==> config.mk <==
export PLATFORM = sky130hd
export DESIGN_NAME = uart_rx_fifo
export DESIGN_NICKNAME = d
export VERILOG_FILES = /design/src/rtl/uart_pkg.sv /design/src/rtl/sync_fifo.sv /design/src/rtl/uart_rx_fifo.sv
export SDC_FILE = /design/constraint.sdc
export NUM_CORES = 1
export LEC_CHECK = 0
export ABC_AREA = 1
export CAP_MARGIN = 20
export CORE_MARGIN = 10
export CORE_UTILIZATION = 45
export DETAILED_ROUTE_END_ITERATION = 6
export PLACE_DENSITY = 0.66
export SLEW_MARGIN = 20
export SYNTH_ARGS = -nofsm -noshare
export SYNTH_HDL_FRONTEND = slang
export SYNTH_SLANG_ARGS = --single-unit
==> constraint.sdc <==
create_clock -name clk -period 2 [get_ports clk]
set_input_delay 0.3 -clock clk [delete_from_list [all_inputs] [get_ports clk]]
set_output_delay 0.3 -clock clk [all_outputs]
set_load 0.01 [all_outputs]
==> src/rtl/uart_pkg.sv <==
// -----------------------------------------------------------------------------
// uart_pkg
//   Shared definitions for the UART receiver slice:
//     - uart_state_e  : encoding of the receive frame FSM
//     - PARITY_*      : parity mode constants used by the PARITY parameter
//     - parity_error(): parity check for one received frame
//   No ports; imported by uart_rx_fifo.
// -----------------------------------------------------------------------------
package uart_pkg;

    typedef enum logic [2:0] {
        ST_IDLE   = 3'd0,
        ST_START  = 3'd1,
        ST_DATA   = 3'd2,
        ST_PARITY = 3'd3,
        ST_STOP   = 3'd4
    } uart_state_e;

    localparam int PARITY_NONE = 0;
    localparam int PARITY_EVEN = 1;
    localparam int PARITY_ODD  = 2;

    // data_xor is the XOR of all received data bits, sample is the received
    // parity bit. With even parity the XOR of data and parity must be 0,
    // with odd parity it must be 1; anything else is an error.
    function automatic logic parity_error(input logic data_xor,
                                          input logic sample,
                                          input logic odd_mode);
        return ((data_xor ^ sample) != odd_mode);
    endfunction

endpackage

==> src/rtl/sync_fifo.sv <==
// -----------------------------------------------------------------------------
// sync_fifo
//   Single-clock FIFO with show-ahead head data.
//   Ports:
//     clk, rst_n        : clock, asynchronous active-low reset
//     wr_en, wr_data    : push request and data
//     rd_en             : pop request (ignored while empty)
//     rd_data           : head entry, forced to 0 while empty
//     valid             : FIFO not empty
//     full              : FIFO full
//   A push while full is accepted only if a pop happens in the same cycle;
//   otherwise the write is dropped and the FIFO is left unchanged.
// -----------------------------------------------------------------------------
module sync_fifo #(
    parameter int WIDTH = 10,
    parameter int DEPTH = 4
) (
    input  logic             clk,
    input  logic             rst_n,
    input  logic             wr_en,
    input  logic [WIDTH-1:0] wr_data,
    input  logic             rd_en,
    output logic [WIDTH-1:0] rd_data,
    output logic             valid,
    output logic             full
);

    localparam int AW = $clog2(DEPTH);

    // One extra pointer bit distinguishes full from empty when the
    // address bits match.
    logic [AW:0]      wr_ptr;
    logic [AW:0]      rd_ptr;
    logic [WIDTH-1:0] mem [DEPTH];

    logic empty;
    logic do_push;
    logic do_pop;

    assign empty   = (wr_ptr == rd_ptr);
    assign full    = (wr_ptr[AW] != rd_ptr[AW]) &&
                     (wr_ptr[AW-1:0] == rd_ptr[AW-1:0]);
    assign do_pop  = rd_en & ~empty;
    // When full, the slot being freed by a same-cycle pop is the one written.
    assign do_push = wr_en & (~full | do_pop);

    always_ff @(posedge clk or negedge rst_n) begin
        if (!rst_n) begin
            wr_ptr <= '0;
            rd_ptr <= '0;
        end else begin
            if (do_push) begin
                wr_ptr <= wr_ptr + 1'b1;
            end
            if (do_pop) begin
                rd_ptr <= rd_ptr + 1'b1;
            end
        end
    end

    always_ff @(posedge clk) begin
        if (do_push) begin
            mem[wr_ptr[AW-1:0]] <= wr_data;
        end
    end

    assign valid   = ~empty;
    assign rd_data = empty ? '0 : mem[rd_ptr[AW-1:0]];

endmodule

==> src/rtl/uart_rx_fifo.sv <==
// -----------------------------------------------------------------------------
// uart_rx_fifo
//   UART receiver with a frame FIFO on the output side.
//   Parameters:
//     WAIT_DIV   : clock cycles per UART bit (4..65535)
//     DATA_BITS  : data bits per frame (5..9)
//     PARITY     : PARITY_NONE / PARITY_EVEN / PARITY_ODD
//     STOP_BITS  : stop bits checked per frame (1 or 2)
//     FIFO_DEPTH : received-frame entries (power of two, 2..64)
//   Ports:
//     clk, rst_n : clock, asynchronous active-low reset
//     uart_in    : asynchronous serial input, idle high
//     rdata      : data of the FIFO head entry
//     rerr       : head entry flags {parity_err, frame_err}
//     rvalid     : FIFO not empty
//     rready     : consumer pop request
//     overflow   : sticky flag, a frame was lost because the FIFO was full
//     clr_ovf    : synchronous clear of overflow
//     busy       : receiver not in IDLE
//     dbg_state  : current frame FSM state
//
//   Read handshake: the head entry (rdata/rerr) is presented while
//   rvalid=1 and held stable until it is popped; a pop happens on a clock
//   edge where rvalid=1 and rready=1. rready while rvalid=0 has no effect.
// -----------------------------------------------------------------------------
module uart_rx_fifo
    import uart_pkg::*;
#(
    parameter int WAIT_DIV   = 8,
    parameter int DATA_BITS  = 8,
    parameter int PARITY     = 0,
    parameter int STOP_BITS  = 1,
    parameter int FIFO_DEPTH = 4
) (
    input  logic                 clk,
    input  logic                 rst_n,
    input  logic                 uart_in,
    output logic [DATA_BITS-1:0] rdata,
    output logic [1:0]           rerr,
    output logic                 rvalid,
    input  logic                 rready,
    output logic                 overflow,
    input  logic                 clr_ovf,
    output logic                 busy,
    output uart_state_e          dbg_state
);

    localparam int          ENTRY_W    = DATA_BITS + 2;
    localparam logic [15:0] HALF_LAST  = 16'(WAIT_DIV / 2 - 1);
    localparam logic [15:0] BIT_LAST   = 16'(WAIT_DIV - 1);
    localparam logic [3:0]  DATA_LAST  = 4'(DATA_BITS - 1);
    localparam logic [3:0]  STOP_LAST  = 4'(STOP_BITS - 1);
    localparam logic        HAS_PARITY = (PARITY != PARITY_NONE);
    localparam logic        ODD_MODE   = (PARITY == PARITY_ODD);

    // ------------------------------------------------------------------
    // Input synchroniser; reset to the idle line level so that a reset
    // never looks like a start bit.
    // ------------------------------------------------------------------
    logic sync1;
    logic sync2;
    logic rx;

    always_ff @(posedge clk or negedge rst_n) begin
        if (!rst_n) begin
            sync1 <= 1'b1;
            sync2 <= 1'b1;
        end else begin
            sync1 <= uart_in;
            sync2 <= sync1;
        end
    end

    assign rx = sync2;

    // ------------------------------------------------------------------
    // Frame FSM
    // ------------------------------------------------------------------
    uart_state_e          state;
    logic [15:0]          baud_cnt;
    logic [3:0]           bit_cnt;
    logic [DATA_BITS-1:0] shift_reg;
    logic                 par_err;
    logic                 frame_err;
    logic                 push_valid;
    logic [ENTRY_W-1:0]   push_word;
    logic                 busy_q;
    logic                 baud_tick;

    // In START the counter only runs to the half-bit point; after that every
    // sample is one full bit period later, so samples land mid-bit.
    assign baud_tick = (baud_cnt == BIT_LAST);

    always_ff @(posedge clk or negedge rst_n) begin
        if (!rst_n) begin
            state      <= ST_IDLE;
            baud_cnt   <= '0;
            bit_cnt    <= '0;
            shift_reg  <= '0;
            par_err    <= 1'b0;
            frame_err  <= 1'b0;
            push_valid <= 1'b0;
            push_word  <= '0;
            busy_q     <= 1'b0;
        end else begin
            push_valid <= 1'b0;
            case (state)
                ST_IDLE: begin
                    if (!rx) begin
                        state     <= ST_START;
                        baud_cnt  <= '0;
                        bit_cnt   <= '0;
                        par_err   <= 1'b0;
                        frame_err <= 1'b0;
                        busy_q    <= 1'b1;
                    end
                end

                ST_START: begin
                    if (baud_cnt == HALF_LAST) begin
                        baud_cnt <= '0;
                        if (!rx) begin
                            state <= ST_DATA;
                        end else begin
                            // Line went back high: a glitch, not a start bit.
                            state  <= ST_IDLE;
                            busy_q <= 1'b0;
                        end
                    end else begin
                        baud_cnt <= baud_cnt + 16'd1;
                    end
                end

                ST_DATA: begin
                    if (baud_tick) begin
                        baud_cnt  <= '0;
                        // LSB arrives first, so shift in from the top.
                        shift_reg <= {rx, shift_reg[DATA_BITS-1:1]};
                        if (bit_cnt == DATA_LAST) begin
                            bit_cnt <= '0;
                            state   <= HAS_PARITY ? ST_PARITY : ST_STOP;
                        end else begin
                            bit_cnt <= bit_cnt + 4'd1;
                        end
                    end else begin
                        baud_cnt <= baud_cnt + 16'd1;
                    end
                end

                ST_PARITY: begin
                    if (baud_tick) begin
                        baud_cnt <= '0;
                        par_err  <= parity_error(^shift_reg, rx, ODD_MODE);
                        state    <= ST_STOP;
                    end else begin
                        baud_cnt <= baud_cnt + 16'd1;
                    end
                end

                ST_STOP: begin
                    if (baud_tick) begin
                        baud_cnt <= '0;
                        if (!rx) begin
                            frame_err <= 1'b1;
                        end
                        if (bit_cnt == STOP_LAST) begin
                            // The last stop sample is folded in directly so
                            // the entry is complete on the push cycle.
                            bit_cnt    <= '0;
                            state      <= ST_IDLE;
                            busy_q     <= 1'b0;
                            push_valid <= 1'b1;
                            push_word  <= {par_err, frame_err | ~rx, shift_reg};
                        end else begin
                            bit_cnt <= bit_cnt + 4'd1;
                        end
                    end else begin
                        baud_cnt <= baud_cnt + 16'd1;
                    end
                end

                default: begin
                    state  <= ST_IDLE;
                    busy_q <= 1'b0;
                end
            endcase
        end
    end

    assign busy      = busy_q;
    assign dbg_state = state;

    // ------------------------------------------------------------------
    // Frame FIFO and overflow tracking
    // ------------------------------------------------------------------
    logic [ENTRY_W-1:0] head;
    logic               fifo_full;
    logic               pop;
    logic               ovf_event;

    sync_fifo #(
        .WIDTH (ENTRY_W),
        .DEPTH (FIFO_DEPTH)
    ) u_fifo (
        .clk     (clk),
        .rst_n   (rst_n),
        .wr_en   (push_valid),
        .wr_data (push_word),
        .rd_en   (rready),
        .rd_data (head),
        .valid   (rvalid),
        .full    (fifo_full)
    );

    assign pop       = rvalid & rready;
    // A same-cycle pop makes room, so only an unmatched push into a full
    // FIFO loses a frame.
    assign ovf_event = push_valid & fifo_full & ~pop;

    always_ff @(posedge clk or negedge rst_n) begin
        if (!rst_n) begin
            overflow <= 1'b0;
        end else if (ovf_event) begin
            overflow <= 1'b1;
        end else if (clr_ovf) begin
            overflow <= 1'b0;
        end
    end

    assign rdata = head[DATA_BITS-1:0];
    assign rerr  = head[ENTRY_W-1:DATA_BITS];

endmodule

# Word level (Yosys, flattened, before mapping)
# Memory sizes are Yosys's and may differ from the RTL's.
# Index checks and enable logic that the tools add are counted.
# W data, S select, Z words.
[classes]
n_reduce_logical = 19
add_sub_neg = 4
muxes = 38
bitwise = 12
n_eq_ne = 19
[ops]
columns = ["operator", "n"]
rows = [
  ["$mux W16", 3],
  ["$pmux W16 S3", 1],
  ["$mux W3", 7],
  ["$mux W4", 5],
  ["$ne A2 B2 Y1 const B", 9],
  ["$add A16 B1 Y16 const B", 1],
  ["$eq A16 B2 Y1 const B", 1],
  ["$eq A16 B3 Y1 const B", 1],
  ["$mux W1", 15],
  ["$pmux W3 S5", 1],
  ["$pmux W4 S3", 1],
  ["$mux W10", 1],
  ["$reduce_and A4 Y1", 2],
  ["$reduce_xor A8 Y1", 1],
  ["$reduce_and A7 Y1", 1],
  ["$add A3 B1 Y3 const B", 2],
  ["$eq A3 B2 Y1 const B", 2],
  ["$reduce_and A3 Y1", 2],
  ["$reduce_and A6 Y1", 1],
  ["$reduce_bool A2 Y1", 3],
  ["$reduce_bool A3 Y1", 2],
  ["$not A1 Y1", 5],
  ["$add A4 B1 Y4 const B", 1],
  ["$and A1 B1 Y1", 4],
  ["other kinds (17)", 20],
]
[totals]
n_memories = 1
register_bits = 54
ram_bits = 40
[memory_table]
columns = ["name", "depth", "width", "rd", "rd_clocked_by_memory_dff", "wr", "line", "rtl"]
rows = [
  ["u_fifo.mem", 4, 10, 1, 0, 1, "sync_fifo.sv:34", "logic [WIDTH-1:0] mem [DEPTH];"],
]

# Logic depth before layout (Yosys ltp)
[depth]
depth_word = 7
ltp_mapped = 11
depth_no_buf = 11

# Modules after synthesis
# Synthesis repeated with hierarchy kept, for this count alone.
[unflattened]
hier_cells = 519
area_unflattened_um2 = 4650.7
[by_module_without_submodules]
columns = ["mod", "area_each_um2", "cells_each", "n_inst"]
rows = [
  ["uart_rx_fifo", 2635.0, 333, 1],
  ["sync_fifo", 2015.7, 186, 1],
]

# Worst setup path after synthesis
# OpenSTA, ideal clock, no wires.
[synth_path]
path_kind = "register -> register"
startpoint = "register u_fifo.rd_ptr[2]"
endpoint = "memory u_fifo.mem[0][0] (enable)"
arrival_time_ns = 1.319
stages_incl_launch_ff = 6
path_slack_ns = 0.304
path_buffers = 0
path_cell_list = "dfrtp_1 xnor2_1 nor2_1 nand2_1 nand2_1 nor2_1"
[synth_via]
elab_chain_len = 7
[synth_lines]
columns = ["element", "line", "rtl"]
rows = [
  ["start: declaration", "sync_fifo.sv:33", "logic [AW:0] rd_ptr;"],
  ["start signal: assignment", "sync_fifo.sv:56", "rd_ptr <= rd_ptr + 1'b1;"],
  ["$eq A3 B3 Y1 or $ne A1 B1 Y1 (tied branches)", "sync_fifo.sv:40, sync_fifo.sv:41", ""],
  ["$not A1 Y1 or $logic_and A1 B1 Y1 (tied branches)", "sync_fifo.sv:43, sync_fifo.sv:41", ""],
  ["$and A1 B1 Y1 or $not A1 Y1 (tied branches)", "sync_fifo.sv:43, sync_fifo.sv:45", ""],
  ["$or A1 B1 Y1 *", "sync_fifo.sv:45", "assign do_push = wr_en & (~full | do_pop);"],
  ["$and A1 B1 Y1 *", "sync_fifo.sv:45", ""],
  ["$mux W1 *", "sync_fifo.sv:62", "if (do_push) begin"],
  ["$mux W1 (not written as such) *", "sync_fifo.sv:63", "mem[wr_ptr[AW-1:0]] <= wr_data;"],
  ["end: declaration", "sync_fifo.sv:34", ""],
]
# Every way passes the cells marked *; elsewhere a longest branch is shown, timed or not.

# Worst setup path in the final report
[layout_path]
startpoint = "register u_fifo.rd_ptr[0]"
endpoint = "output rdata[4]"
[layout_via]
elab_chain_len = 2
[layout_lines]
columns = ["element", "line", "rtl"]
rows = [
  ["$mem_v2 Z4 W10 or $eq A3 B3 Y1 (tied branches)", "-", ""],
  ["$mux W10 *", "sync_fifo.sv:68", "assign rd_data = empty ? '0 : mem[rd_ptr[AW-1:0]];"],
  ["end: declaration", "uart_rx_fifo.sv:38", "output logic [DATA_BITS-1:0] rdata,"],
]
# Marks and branches as above.

==> out/summary.txt <==
Root buf cell: clkbuf_8
CP arrival: 1640 ps
Placed Cells: 647
Post-synth EDFFs: 40
Initial DRT Pass Iterations: 5
Slew HR: 67.8%
Starting density of the core: 46.4%
Initial antenna violation count: 0
Nets: 547
Die ar.: 14,500 µm²
Final count of pins violating max slew: 0
Final hold vios: 0
Cells after synthesis: 487
Row Count: 36
P_leak: 2.35 nW
Grt total ovfl: 0
Multi-input logic area: 1830 µm²
Status: finished clean
Post-synth top area cell: dfrtp_1
CTS sink cnt: 94
GRT Util Overall: 12.8%
CP max FO: 5
Setup_tns: 0 ps
Core ar.: 9770 µm²
Top-level port count: 21
Top-count cell post-synth: nand2_1
Register area: 2560 µm²
Required time worst endpoint: 1700 ps
DR iter-0 viols: 197
Fin util: 55.3%
Max reg flops: 40
Peak Freq: 0.516 GHz
HP Class: input port to flop
Setup violations, final: 0
Post-route cell area: 5400 µm²
Post-DP Area: 4990 µm²
Vias: 3,365
Max H-tree Level: 3
Share of the synthesized area in the top cell type: 28.7%
Routed WL: 9070 µm
Via count of the first global-routing pass: 3,245
RSZ-0062 raised after global routing: yes
Ys async rst share: 57.4%
Synth Warn #: 0
VDD IR max: 0.000588 V
Crit start category: flop
Yosys cell types: 37
Crit path kind: flop to output pin
Port Buf Inserts: 20
Area delta synth->final: 19.1%
Commonest cells post-synth: 117 x nand2_1, 71 x nor2_1, 52 x dfrtp_1
Cts bufs inserted: 9
Sequential share of the synthesized area: 56.3%
Syn Nets: 500
Top FF cell, synth: dfrtp_1
Largest net degree at the start of global routing: 40
Worst Max-Slew Pin Slew: 483 ps
Synth Cell Area: 4530 µm²
Routed len/inst: 13.5 µm
Routed vias/inst: 5.01
Antenna viol nets, final: 0
Antenna diodes: 0
CTS tree: done
First-pass GRT wire length: 15,200 µm
Max Cap Viol: 0
Crit. End Element: output pin
Chip Width: 120 µm
Minimum clock period: 1940 ps
Vert. Die Dim: 120 µm
FF+latch count, synth: 94
Power density cells: 1070 nW/µm²
Final std cells w/o fill: 672
Post-route clock period utilization: 96.9%
Synth top area cells: dfrtp_1 29%, edfxtp_1 26%, nand2_1 9.7%
Layout cells sized above 1: 19.7%
# fillers: 860
DP HPWL: 6240 µm
Design Power: 0.00578 W
Clock Skews: 10.7 ps
Max clock buf depth: 2
Worst-skew pair later-pin latency: 370 ps
RePlAce Congestion: 0.868
DRC viols: 0
Reg clk slew, reported paths: 100 ps
Synth Area per Inst: 9.31 µm²
[power breakdown]
| part | switching [W] | internal [W] |
|---|---|---|
| registers | 0.000142 | 0.00212 |
| logic | 0.00126 | 0.00103 |
| clock network | 0.000739 | 0.000490 |
| total | 0.00214 | 0.00364 |
[cells in the final DEF (no fill, tap or decap), types with 3 or more instances in the layout]
cell type and n:
nand2_1 111, nor2_1 68, dfrtp_1 51, inv_1 47
edfxtp_1 40, o21ai_0 26, nand3_1 23, buf_4 16
xor2_1 14, nand2_2 10, o21ai_2 10, clkbuf_8 9
ha_1 8, buf_6 8, clkdlybuf4s50_1 8, o32ai_2 7
buf_2 7, nor3_1 6, inv_2 5, nor2_4 5
o21ai_1 5, nor2_2 4, nand4_1 4, o32ai_1 3
nand2_4 3, o211ai_1 3, o21bai_1 3, xnor2_1 3
[layer usage]
layer | part of all wire (%) | GRT usage (%)
met5 | 0 | 0
met4 | 2.0 | 6.56
met3 | 3.7 | 2.61
met2 | 48 | 20.8
met1 | 46 | 15.8
[layout make-up]
class	instances	area share, %
Sequential cell	94	47.3
Multi-Input combinational cell	329	33.9
Timing Repair Buffer	46	8.20
Inverter	54	3.85
Tap cell	133	3.08
Clock buffer	9	2.29
Clock inverter	7	1.34
[timing repair]
| item | 4_1_cts | 5_1_grt |
|---|---|---|
| pin swaps | 4 | 8 |
| endpoints found under the setup margin | 11 | 11 |
| setup buffers | 4 | 2 |
| gates resized for setup | 42 | 44 |
| cloned | 2 | 1 |
| hold buffers | 1 | 0 |
| endpoints found under the hold margin | 13 | 0 |
[cells by family (layout without fill, tap and decap cells)]
| group | count (synthesis) | in the layout | share of synthesized area [%] |
|---|---|---|---|
| and+or+nand+nor | 238 | 238 | 22.9 |
| DFF | 94 | 94 | 56.3 |
| AOI/OAI and AO/OA | 64 | 64 | 9.19 |
| buffers and inverters | 64 | 116 | 5.68 |
| xor gates and xnor gates | 19 | 19 | 3.67 |
| adders and majority gates | 8 | 8 | 2.21 |
[critical path, stage by stage, from the launching register on]
cell and delay [ps]:
dfrtp_2 460, clkinv_4 100, clkbuf_16 140, nor2_1 40, o32ai_1 260, nand2_1 90, inv_1 50, buf_2 120
[final timing paths]
check | slack [ps] | start | cells past startpoint | end
worst max-delay path | 60 | u_fifo.rd_ptr[0] | 7 | rdata[4]
worst min-delay path | 330 | uart_in | 1 | sync1
worst max register to register | 80 | u_fifo.rd_ptr[1] | 9 | u_fifo.mem[3][9]
worst min register to register | 360 | sync1 | 0 | rx
max in group asynchronous | 1070 | rst_n | 3 | push_word[0]
min in group asynchronous | 390 | rst_n | 2 | baud_cnt[15]
[per-stage QoR]
stage,hold WS [ps],worst slack [ps]
global placement,246,37.2
CTS,316,-60.6
finish,330,62.1
global route,315,-53.8
floorplan,4.41,304
detailed placement,252,-23.6
Note: power is estimated with default switching activity, not from simulation.
